<file path="src/rtl/paddle_pkg.sv">
// Shared definitions for the paddle renderer: FSM state type and default geometry/colours.
package paddle_pkg;

  typedef enum logic [1:0] {
    StIdle,
    StDraw,
    StDone
  } state_e;

  localparam int unsigned DefScreenW = 120;
  localparam int unsigned DefPadW    = 7;
  localparam int unsigned DefPadH    = 3;
  localparam int unsigned DefYTop    = 112;
  localparam int unsigned DefXW      = 8;
  localparam int unsigned DefYW      = 7;
  localparam int unsigned DefCW      = 3;
  localparam logic [2:0]  DefFg      = 3'b001;
  localparam logic [2:0]  DefBg      = 3'b000;

endpackage

</file>
<file path="src/rtl/span_calc.sv">
// Combinational span logic: clamps the requested centre and picks the column range to sweep.
module span_calc import paddle_pkg::*; #(
  parameter int unsigned SCREEN_W = DefScreenW,
  parameter int unsigned PAD_W    = DefPadW,
  parameter int unsigned X_W      = DefXW
) (
  input  logic [X_W-1:0] i_position,
  input  logic [X_W-1:0] i_old_lo,
  input  logic [X_W-1:0] i_old_hi,
  input  logic           i_old_valid,
  input  logic           i_delta,
  output logic [X_W-1:0] o_lo,
  output logic [X_W-1:0] o_hi,
  output logic [X_W-1:0] o_first_col,
  output logic [X_W-1:0] o_last_col
);

  localparam int unsigned HALF = (PAD_W - 1) / 2;
  // One extra bit so positions at or beyond SCREEN_W clamp instead of wrapping.
  localparam logic [X_W:0] PcMin = (X_W + 1)'(HALF);
  localparam logic [X_W:0] PcMax = (X_W + 1)'(SCREEN_W - 1 - HALF);

  logic [X_W:0] w_pos;
  logic [X_W:0] w_pc;

  always_comb begin
    w_pos = {1'b0, i_position};
    if (w_pos < PcMin) begin
      w_pc = PcMin;
    end else if (w_pos > PcMax) begin
      w_pc = PcMax;
    end else begin
      w_pc = w_pos;
    end

    o_lo = X_W'(w_pc - PcMin);
    o_hi = X_W'(w_pc + PcMin);

    if (i_delta && i_old_valid) begin
      o_first_col = (i_old_lo < o_lo) ? i_old_lo : o_lo;
      o_last_col  = (i_old_hi > o_hi) ? i_old_hi : o_hi;
    end else begin
      o_first_col = '0;
      o_last_col  = X_W'(SCREEN_W - 1);
    end
  end

endmodule

</file>
<file path="src/rtl/paddle_renderer.sv">
// Column-major pixel-stream renderer for a horizontal paddle with start/done handshake and
// delta redraw of only the columns touched by the old and new spans.
module paddle_renderer import paddle_pkg::*; #(
  parameter int unsigned     SCREEN_W = DefScreenW,
  parameter int unsigned     PAD_W    = DefPadW,
  parameter int unsigned     PAD_H    = DefPadH,
  parameter int unsigned     Y_TOP    = DefYTop,
  parameter int unsigned     X_W      = DefXW,
  parameter int unsigned     Y_W      = DefYW,
  parameter int unsigned     C_W      = DefCW,
  parameter logic [C_W-1:0]  FG       = DefFg,
  parameter logic [C_W-1:0]  BG       = DefBg
) (
  input  logic           clock,
  input  logic           reset,
  input  logic           start,
  input  logic           delta,
  input  logic [X_W-1:0] position,
  output logic [X_W-1:0] x,
  output logic [Y_W-1:0] y,
  output logic [C_W-1:0] color,
  output logic           plot,
  output logic           busy,
  output logic           done
);

  localparam logic [Y_W-1:0] YFirst = Y_W'(Y_TOP);
  localparam logic [Y_W-1:0] YLast  = Y_W'(Y_TOP + PAD_H - 1);

  state_e         r_state, w_state_d;
  logic [X_W-1:0] r_x, w_x_d;
  logic [Y_W-1:0] r_y, w_y_d;
  logic [C_W-1:0] r_color, w_color_d;
  logic           r_plot, w_plot_d;
  logic           r_busy, w_busy_d;
  logic           r_done, w_done_d;
  logic [X_W-1:0] r_lo, w_lo_d;
  logic [X_W-1:0] r_hi, w_hi_d;
  logic [X_W-1:0] r_last, w_last_d;
  logic [X_W-1:0] r_old_lo, w_old_lo_d;
  logic [X_W-1:0] r_old_hi, w_old_hi_d;
  logic           r_old_valid, w_old_valid_d;

  logic [X_W-1:0] w_span_lo, w_span_hi, w_span_first, w_span_last;

  span_calc #(
    .SCREEN_W (SCREEN_W),
    .PAD_W    (PAD_W),
    .X_W      (X_W)
  ) u_span_calc (
    .i_position  (position),
    .i_old_lo    (r_old_lo),
    .i_old_hi    (r_old_hi),
    .i_old_valid (r_old_valid),
    .i_delta     (delta),
    .o_lo        (w_span_lo),
    .o_hi        (w_span_hi),
    .o_first_col (w_span_first),
    .o_last_col  (w_span_last)
  );

  always_ff @(posedge clock) begin
    if (!reset) begin
      r_state     <= StIdle;
      r_x         <= '0;
      r_y         <= '0;
      r_color     <= '0;
      r_plot      <= 1'b0;
      r_busy      <= 1'b0;
      r_done      <= 1'b0;
      r_lo        <= '0;
      r_hi        <= '0;
      r_last      <= '0;
      r_old_lo    <= '0;
      r_old_hi    <= '0;
      r_old_valid <= 1'b0;
    end else begin
      r_state     <= w_state_d;
      r_x         <= w_x_d;
      r_y         <= w_y_d;
      r_color     <= w_color_d;
      r_plot      <= w_plot_d;
      r_busy      <= w_busy_d;
      r_done      <= w_done_d;
      r_lo        <= w_lo_d;
      r_hi        <= w_hi_d;
      r_last      <= w_last_d;
      r_old_lo    <= w_old_lo_d;
      r_old_hi    <= w_old_hi_d;
      r_old_valid <= w_old_valid_d;
    end
  end

  // Output registers double as the column/row counters while drawing.
  always_comb begin
    w_state_d     = r_state;
    w_x_d         = '0;
    w_y_d         = '0;
    w_color_d     = '0;
    w_plot_d      = 1'b0;
    w_busy_d      = 1'b0;
    w_done_d      = 1'b0;
    w_lo_d        = r_lo;
    w_hi_d        = r_hi;
    w_last_d      = r_last;
    w_old_lo_d    = r_old_lo;
    w_old_hi_d    = r_old_hi;
    w_old_valid_d = r_old_valid;

    unique case (r_state)
      StIdle: begin
        if (start) begin
          w_lo_d    = w_span_lo;
          w_hi_d    = w_span_hi;
          w_last_d  = w_span_last;
          w_x_d     = w_span_first;
          w_y_d     = YFirst;
          w_plot_d  = 1'b1;
          w_busy_d  = 1'b1;
          w_state_d = StDraw;
        end
      end
      StDraw: begin
        if (r_x == r_last && r_y == YLast) begin
          w_done_d  = 1'b1;
          w_state_d = StDone;
        end else begin
          w_plot_d = 1'b1;
          w_busy_d = 1'b1;
          if (r_y == YLast) begin
            w_x_d = r_x + X_W'(1);
            w_y_d = YFirst;
          end else begin
            w_x_d = r_x;
            w_y_d = r_y + Y_W'(1);
          end
        end
      end
      StDone: begin
        w_old_lo_d    = r_lo;
        w_old_hi_d    = r_hi;
        w_old_valid_d = 1'b1;
        w_state_d     = StIdle;
      end
      default: w_state_d = StIdle;
    endcase

    if (w_plot_d) begin
      w_color_d = (w_x_d >= w_lo_d && w_x_d <= w_hi_d) ? FG : BG;
    end
  end

  assign x     = r_x;
  assign y     = r_y;
  assign color = r_color;
  assign plot  = r_plot;
  assign busy  = r_busy;
  assign done  = r_done;

endmodule

</file>
<file path="config.mk">
export PLATFORM = sky130hd
export DESIGN_NAME = paddle_renderer
export DESIGN_NICKNAME = d
export VERILOG_FILES = /design/src/rtl/paddle_pkg.sv /design/src/rtl/span_calc.sv /design/src/rtl/paddle_renderer.sv
export SDC_FILE = /design/constraint.sdc
export NUM_CORES = 1
export LEC_CHECK = 0
export ABC_AREA = 1
export BUFFER_PORTS_ARGS = -buffer_cell sky130_fd_sc_hd__buf_2
export CAP_MARGIN = 20
export CORE_MARGIN = 2
export CORE_UTILIZATION = 60
export DETAILED_ROUTE_END_ITERATION = 16
export PLACE_DENSITY = 0.76
export RECOVER_POWER = 25
export SLEW_MARGIN = 10
export SYNTH_ARGS = -nofsm -noshare
export SYNTH_HDL_FRONTEND = slang
export SYNTH_SLANG_ARGS = --single-unit
</file>
<file path="constraint.sdc">
create_clock -name clock -period 4.31 [get_ports clock]
set_clock_uncertainty 0.05 [all_clocks]
set_input_delay 0.862 -clock clock [delete_from_list [all_inputs] [get_ports clock]]
set_output_delay 0.862 -clock clock [all_outputs]
set_load 0.1 [all_outputs]
</file>
# == Yosys cells after proc, flatten, opt, wreduce, memory -nomap -nowiden ==
# Index checks and enable logic that the tools add are counted.
# op_classes
n_addsub,4
order_cmp,6
n_eq_ne,6
muxes,26
reduce_logical,8
# ops
cell,count
8-bit 2-to-1 mux,13
7-bit 2-to-1 mux,3
8-bit one-hot mux with 2 select lines,1
7-bit one-hot mux with 2 select lines,1
8-bit by 1-bit adder with 8-bit output (second input constant),1
8-bit by 2-bit adder with 8-bit output (second input constant),1
8-bit equality test,1
8-bit greater-or-equal comparator,1
8-bit by 7-bit > comparator with 1-bit output (second input constant),1
8-bit > comparator,1
8-bit <= comparator,1
8-bit by 2-bit less-than comparator with 1-bit output (second input constant),1
8-bit less-than comparator,1
2-bit AND reduction,4
8-bit by 2-bit subtractor with 8-bit output (second input constant),1
7-bit by 1-bit adder with 7-bit output (second input constant),1
7-bit equality test (second input constant),1
1-bit 2-to-1 mux,4
2-bit 2-to-1 mux,2
2-bit != test (second input constant),2
2-bit one-hot mux with 2 select lines,1
1-bit logical AND,3
2-bit by 1-bit equality test with 1-bit output (second input constant),1
2-bit equality test (second input constant),1
2 further kinds,2
# word_totals
reg_bits,63
input_bits,12
out_inout_bits,21
wordCells,62

# == Logic depth before layout (Yosys ltp) ==
# depth
depth_word,12
depth_mapped,30
mapped_depth_nobuf,30

# == Modules after synthesis ==
# Synthesis repeated with hierarchy kept, for this count alone.
# unflattened
hier_cells,579
area_unflattened_um2,4105.2
# by_module_without_submodules
mod,n_inst,cells_each,area_each_um2,seq_area_each_um2
paddle_renderer,1,397,3002.9,1221.2
span_calc,1,182,1102.3,0.0

# == Worst setup path after synthesis ==
# Ideal clock, no wire load.
# synth_timing
kind,input -> register
start,input position[7]
end,register r_color[0] (netlist: color[0])
setup_time_ns,0.113
t_arrival_ns,3.831
required_time_ns,4.147
setup_slack_ns,0.316
cell_stages,27
n_path_buf,0
path_cell_list,nor2_4 nand4_4 nand2_4 inv_1 ha_1 inv_1 ha_1 nand2_1 nand2_1 nand2_1 nand2_1 a21oi_1 nand3_4 nand2_4 nand2_2 nand3_2 nand2_1 ha_1 inv_1 nor2_1 nor2_1 o21ai_0 a21oi_1 o211ai_1 o41ai_1 nand2_1 nor2_1
# synth_via
elab_chain_len,12
word_cells_on_any_way,19
classes_between,add/sub (2); order compare (5); mux (11); reduce/logical (1)
# synth_rtl
element,line_no,text
start: declaration,paddle_renderer.sv:18,"input logic [X_W-1:0] position,"
8-bit by 7-bit > comparator with 1-bit output,span_calc.sv:30,end else if (w_pos > PcMax) begin
8-bit 2-to-1 mux,span_calc.sv:30,
8-bit 2-to-1 mux *,span_calc.sv:28,if (w_pos < PcMin) begin
8-bit by 2-bit subtractor with 8-bit output *,span_calc.sv:36,o_lo = X_W'(w_pc - PcMin);
8-bit less-than comparator,span_calc.sv:40,o_first_col = (i_old_lo < o_lo) ? i_old_lo : o_lo;
8-bit 2-to-1 mux *,span_calc.sv:40,
8-bit 2-to-1 mux *,span_calc.sv:39,if (i_delta && i_old_valid) begin
8-bit 2-to-1 mux *,paddle_renderer.sv:112,if (start) begin
8-bit one-hot mux with 2 select lines *,paddle_renderer.sv:110,unique case (r_state)
net w_x_d[1],paddle_renderer.sv:31,"logic [X_W-1:0] r_x, w_x_d;"
8-bit greater-or-equal comparator or 8-bit <= comparator (tied branches),paddle_renderer.sv:149,w_color_d = (w_x_d >= w_lo_d && w_x_d <= w_hi_d) ? FG : BG;
1-bit logical AND *,paddle_renderer.sv:149,
1-bit 2-to-1 mux *,paddle_renderer.sv:149,
end signal: assignment,paddle_renderer.sv:81,r_color <= w_color_d;
end: declaration,paddle_renderer.sv:33,"logic [C_W-1:0] r_color, w_color_d;"
# Mark *: on every way through the listed nets, which the timed path passes. The rest lies on a longest branch.
# A chain may end at the register's enable or synchronous reset.

# == Final worst setup path ==
# layout_timing
start,input position[3]
end,register r_color[0] (netlist: color[0])
# Same word-level chain as after synthesis.

==> out/qor.csv <==
metric;value;unit
# setup viols final;0;
Worst Path Max Fanout;6;
Critical Path Sink Type;flip-flop;
DIE WIDTH;82.99;um
GRT overflow;0;
# port buffers;30;
1st-pass router iterations;4;
CORE AREA;0.005991;mm^2
Seq cells post-synth;61;
total CTS buffers;9;
Initial Util;0.6249;
DRT iter0 DRCs;214;
Final nets;598;
largest net degree at the start of global routing;32;
leak pwr;0.002009;uW
global-route wire length before repair;15.45;mm
clock tree sinks;61;
clk buf depth;2;
Max-cap violations;0;
Final Critical Period;3974;ps
commonest cells after routing, fill and taps aside;81 x nand2_1, 61 x dfxtp_1, 60 x nor2_1;
I/O pins;33;
post-synthesis sequential area ratio;0.3262;
die height;82.99;um
Via Count;3439;
Ys Warns;0;
Worst EP required;4540;ps
Worst EP arrival;4200;ps
Synth top area share;0.3262;
r2r setup slk;1080;ps
status;complete, no violations;
Max Freq;251.6;MHz
endpoints failing hold;0;
post-synth cell types;42;
routed vias/inst;5.441;
top post-synthesis cells by area;dfxtp_1 33%, ha_1 11%, nand2_1 8.2%;
GRT Util Overall;0.2789;
Clk pin slew, worst setup/hold paths;70;ps
final wirelength;9.546;mm
area grow syn2layout;14.20;%
utilization after layout;0.7137;
H-tree depth;3;
Final Max Slew Viols;0;
Max VDD drop;207.0;uV
Post-CTS Hold Buffers;0;
placer's final routability congestion estimate;0.9476;
drt drc;0;
Mapped Area;0.003744;mm^2
Final ANT Viol Nets;0;
Yosys top cell by area;dfxtp_1;
initial antenna violation count;0;
cells after synthesis;507;
Skew-Pair Late Insertion Delay;330;ps
Syn Area/Cell;7.384;um^2
DPL Wire Length;7.154;mm
Hold Path Class;reg2reg;
CTS Root Cell;clkbuf_8;
vias in the first global route;3319;
critical setup path kind;in2reg;
Hold Slack;419.6;ps
slew margin rel.;0.2835;
Worst Tran Pin Value;1075;ps
critical path launch point type;input pin;
CTS tree;built;
die area;0.006887;mm^2
Core Rows;28;
commonest non-fill, non-tap cell in the layout;nand2_1;
Antenna Cells;0;
layout cells sized above 1;0.2065;
Avg WL per Cell;15.10;um
Pwr per Cell Area;299.2;mW/mm^2
period utilization;0.9222;
-- timing repair --
action | CTS | global route
setup buffers | 0 | 5
resized for setup | 0 | 8
endpoints found under the setup margin | 0 | 1
-- routing by layer --
layer,share of wire,global-route usage
met4,0.018,0.08942
met3,0.048,0.06461
met1,0.45,0.3605
met5,0,0
met2,0.48,0.4611
-- power breakdown --
| group | internal [uW] | switching (uW) | leakage [uW] |
|---|---|---|---|
| logic | 73.4 | 166 | 0.00143 |
| clock network | 219 | 224 | 0.0000812 |
| registers | 584 | 12.2 | 0.000497 |
| total | 877 | 402 | 0.00201 |
-- kinds of logic after synthesis --
logic type                 count (synthesis)  share of synthesized area
and+or+nand+nor                          218                     0.2878
xor gates and xnor gates                  17                    0.04178
AOI/OAI and AO/OA                        100                     0.1481
DFF                                       61                     0.3262
buffers and inverters                     76                    0.08389
other                                      2                   0.002006
adders and majority gates                 33                     0.1103
-- path summary, 6_finish.rpt --
check,cells after the start,start,end
setup / recovery,28,position[3],color[0]
hold / removal,1,y[0],y[0]
setup reg to reg,19,y[0],color[0]
hold reg to reg,1,y[0],y[0]
-- cells in the mapped netlist, drive strengths merged --
| library cell | count |
|---|---|
| o2111ai | 1 |
| nand4 | 9 |
| nor4 | 3 |
| conb | 2 |
| a31oi | 2 |
| o41ai | 1 |
| or2 | 4 |
| nand3 | 31 |
| xnor2 | 8 |
| clkinv | 1 |
| a21oi | 49 |
| and3 | 1 |
| nor2 | 64 |
| dfxtp | 61 |
| clkbuf | 10 |
| and2 | 2 |
| o21ai | 40 |
| o21bai | 1 |
| buf | 4 |
| inv | 61 |
| o211ai | 6 |
| nand3b | 2 |
| nor3 | 4 |
| nand2 | 98 |
| xor2 | 9 |
| ha | 33 |
-- critical path, stage by stage --
cell and delay (ps):
buf_2 130, nor2_4 160, inv_1 70, nand2_1 80, nand3_2 90, nand2_4 120
inv_1 60, ha_1 310, inv_1 60, ha_1 260, nand2_1 60, nand2_1 50
nand2_1 50, nand2_1 60, a21oi_2 180, nand3_4 130, nand2_4 140, nand2_2 60
nand3_2 80, nand2_1 100, ha_1 330, a21oi_1 160, o21ai_0 100, a21oi_1 140
o211ai_1 100, o41ai_1 70, nand2_1 90, nor2_1 100
-- cell type report --
| type | instances | area, um^2 |
|---|---|---|
| fillers | 484 | 1715 |
| repair buffers | 48 | 304.0 |
| flip-flops and latches | 61 | 1221 |
| inverters | 62 | 232.7 |
| well taps | 75 | 93.84 |
| clock inverters | 4 | 25.02 |
| clock buffers | 11 | 141.4 |
| multi-input cells | 371 | 2257 |
-- flip-flops by register name, summed over array words and instances (netlist names) --
signal,flops
r_hi,8
r_last,8
r_lo,8
r_old_hi,8
r_old_lo,8
x,8
y,7
r_state,2
busy,1
color,1
done,1
r_old_valid,1
-- metrics by stage --
step,setup WS (ps),power (uW),TNS (ps),area (um^2),std cells
6_report,335.5,1279,0,4275,632
5_1_grt,-25.89,1338,-25.89,4275,632
4_1_cts,208.0,1272,0,4167,626
3_5_place_dp,-127.7,836.9,-127.7,4000,611
3_3_place_gp,-27.78,830.8,-27.78,4000,611
2_1_floorplan,316.3,776.6,0,3747,508
Note: power is estimated with default switching activity, not from simulation.
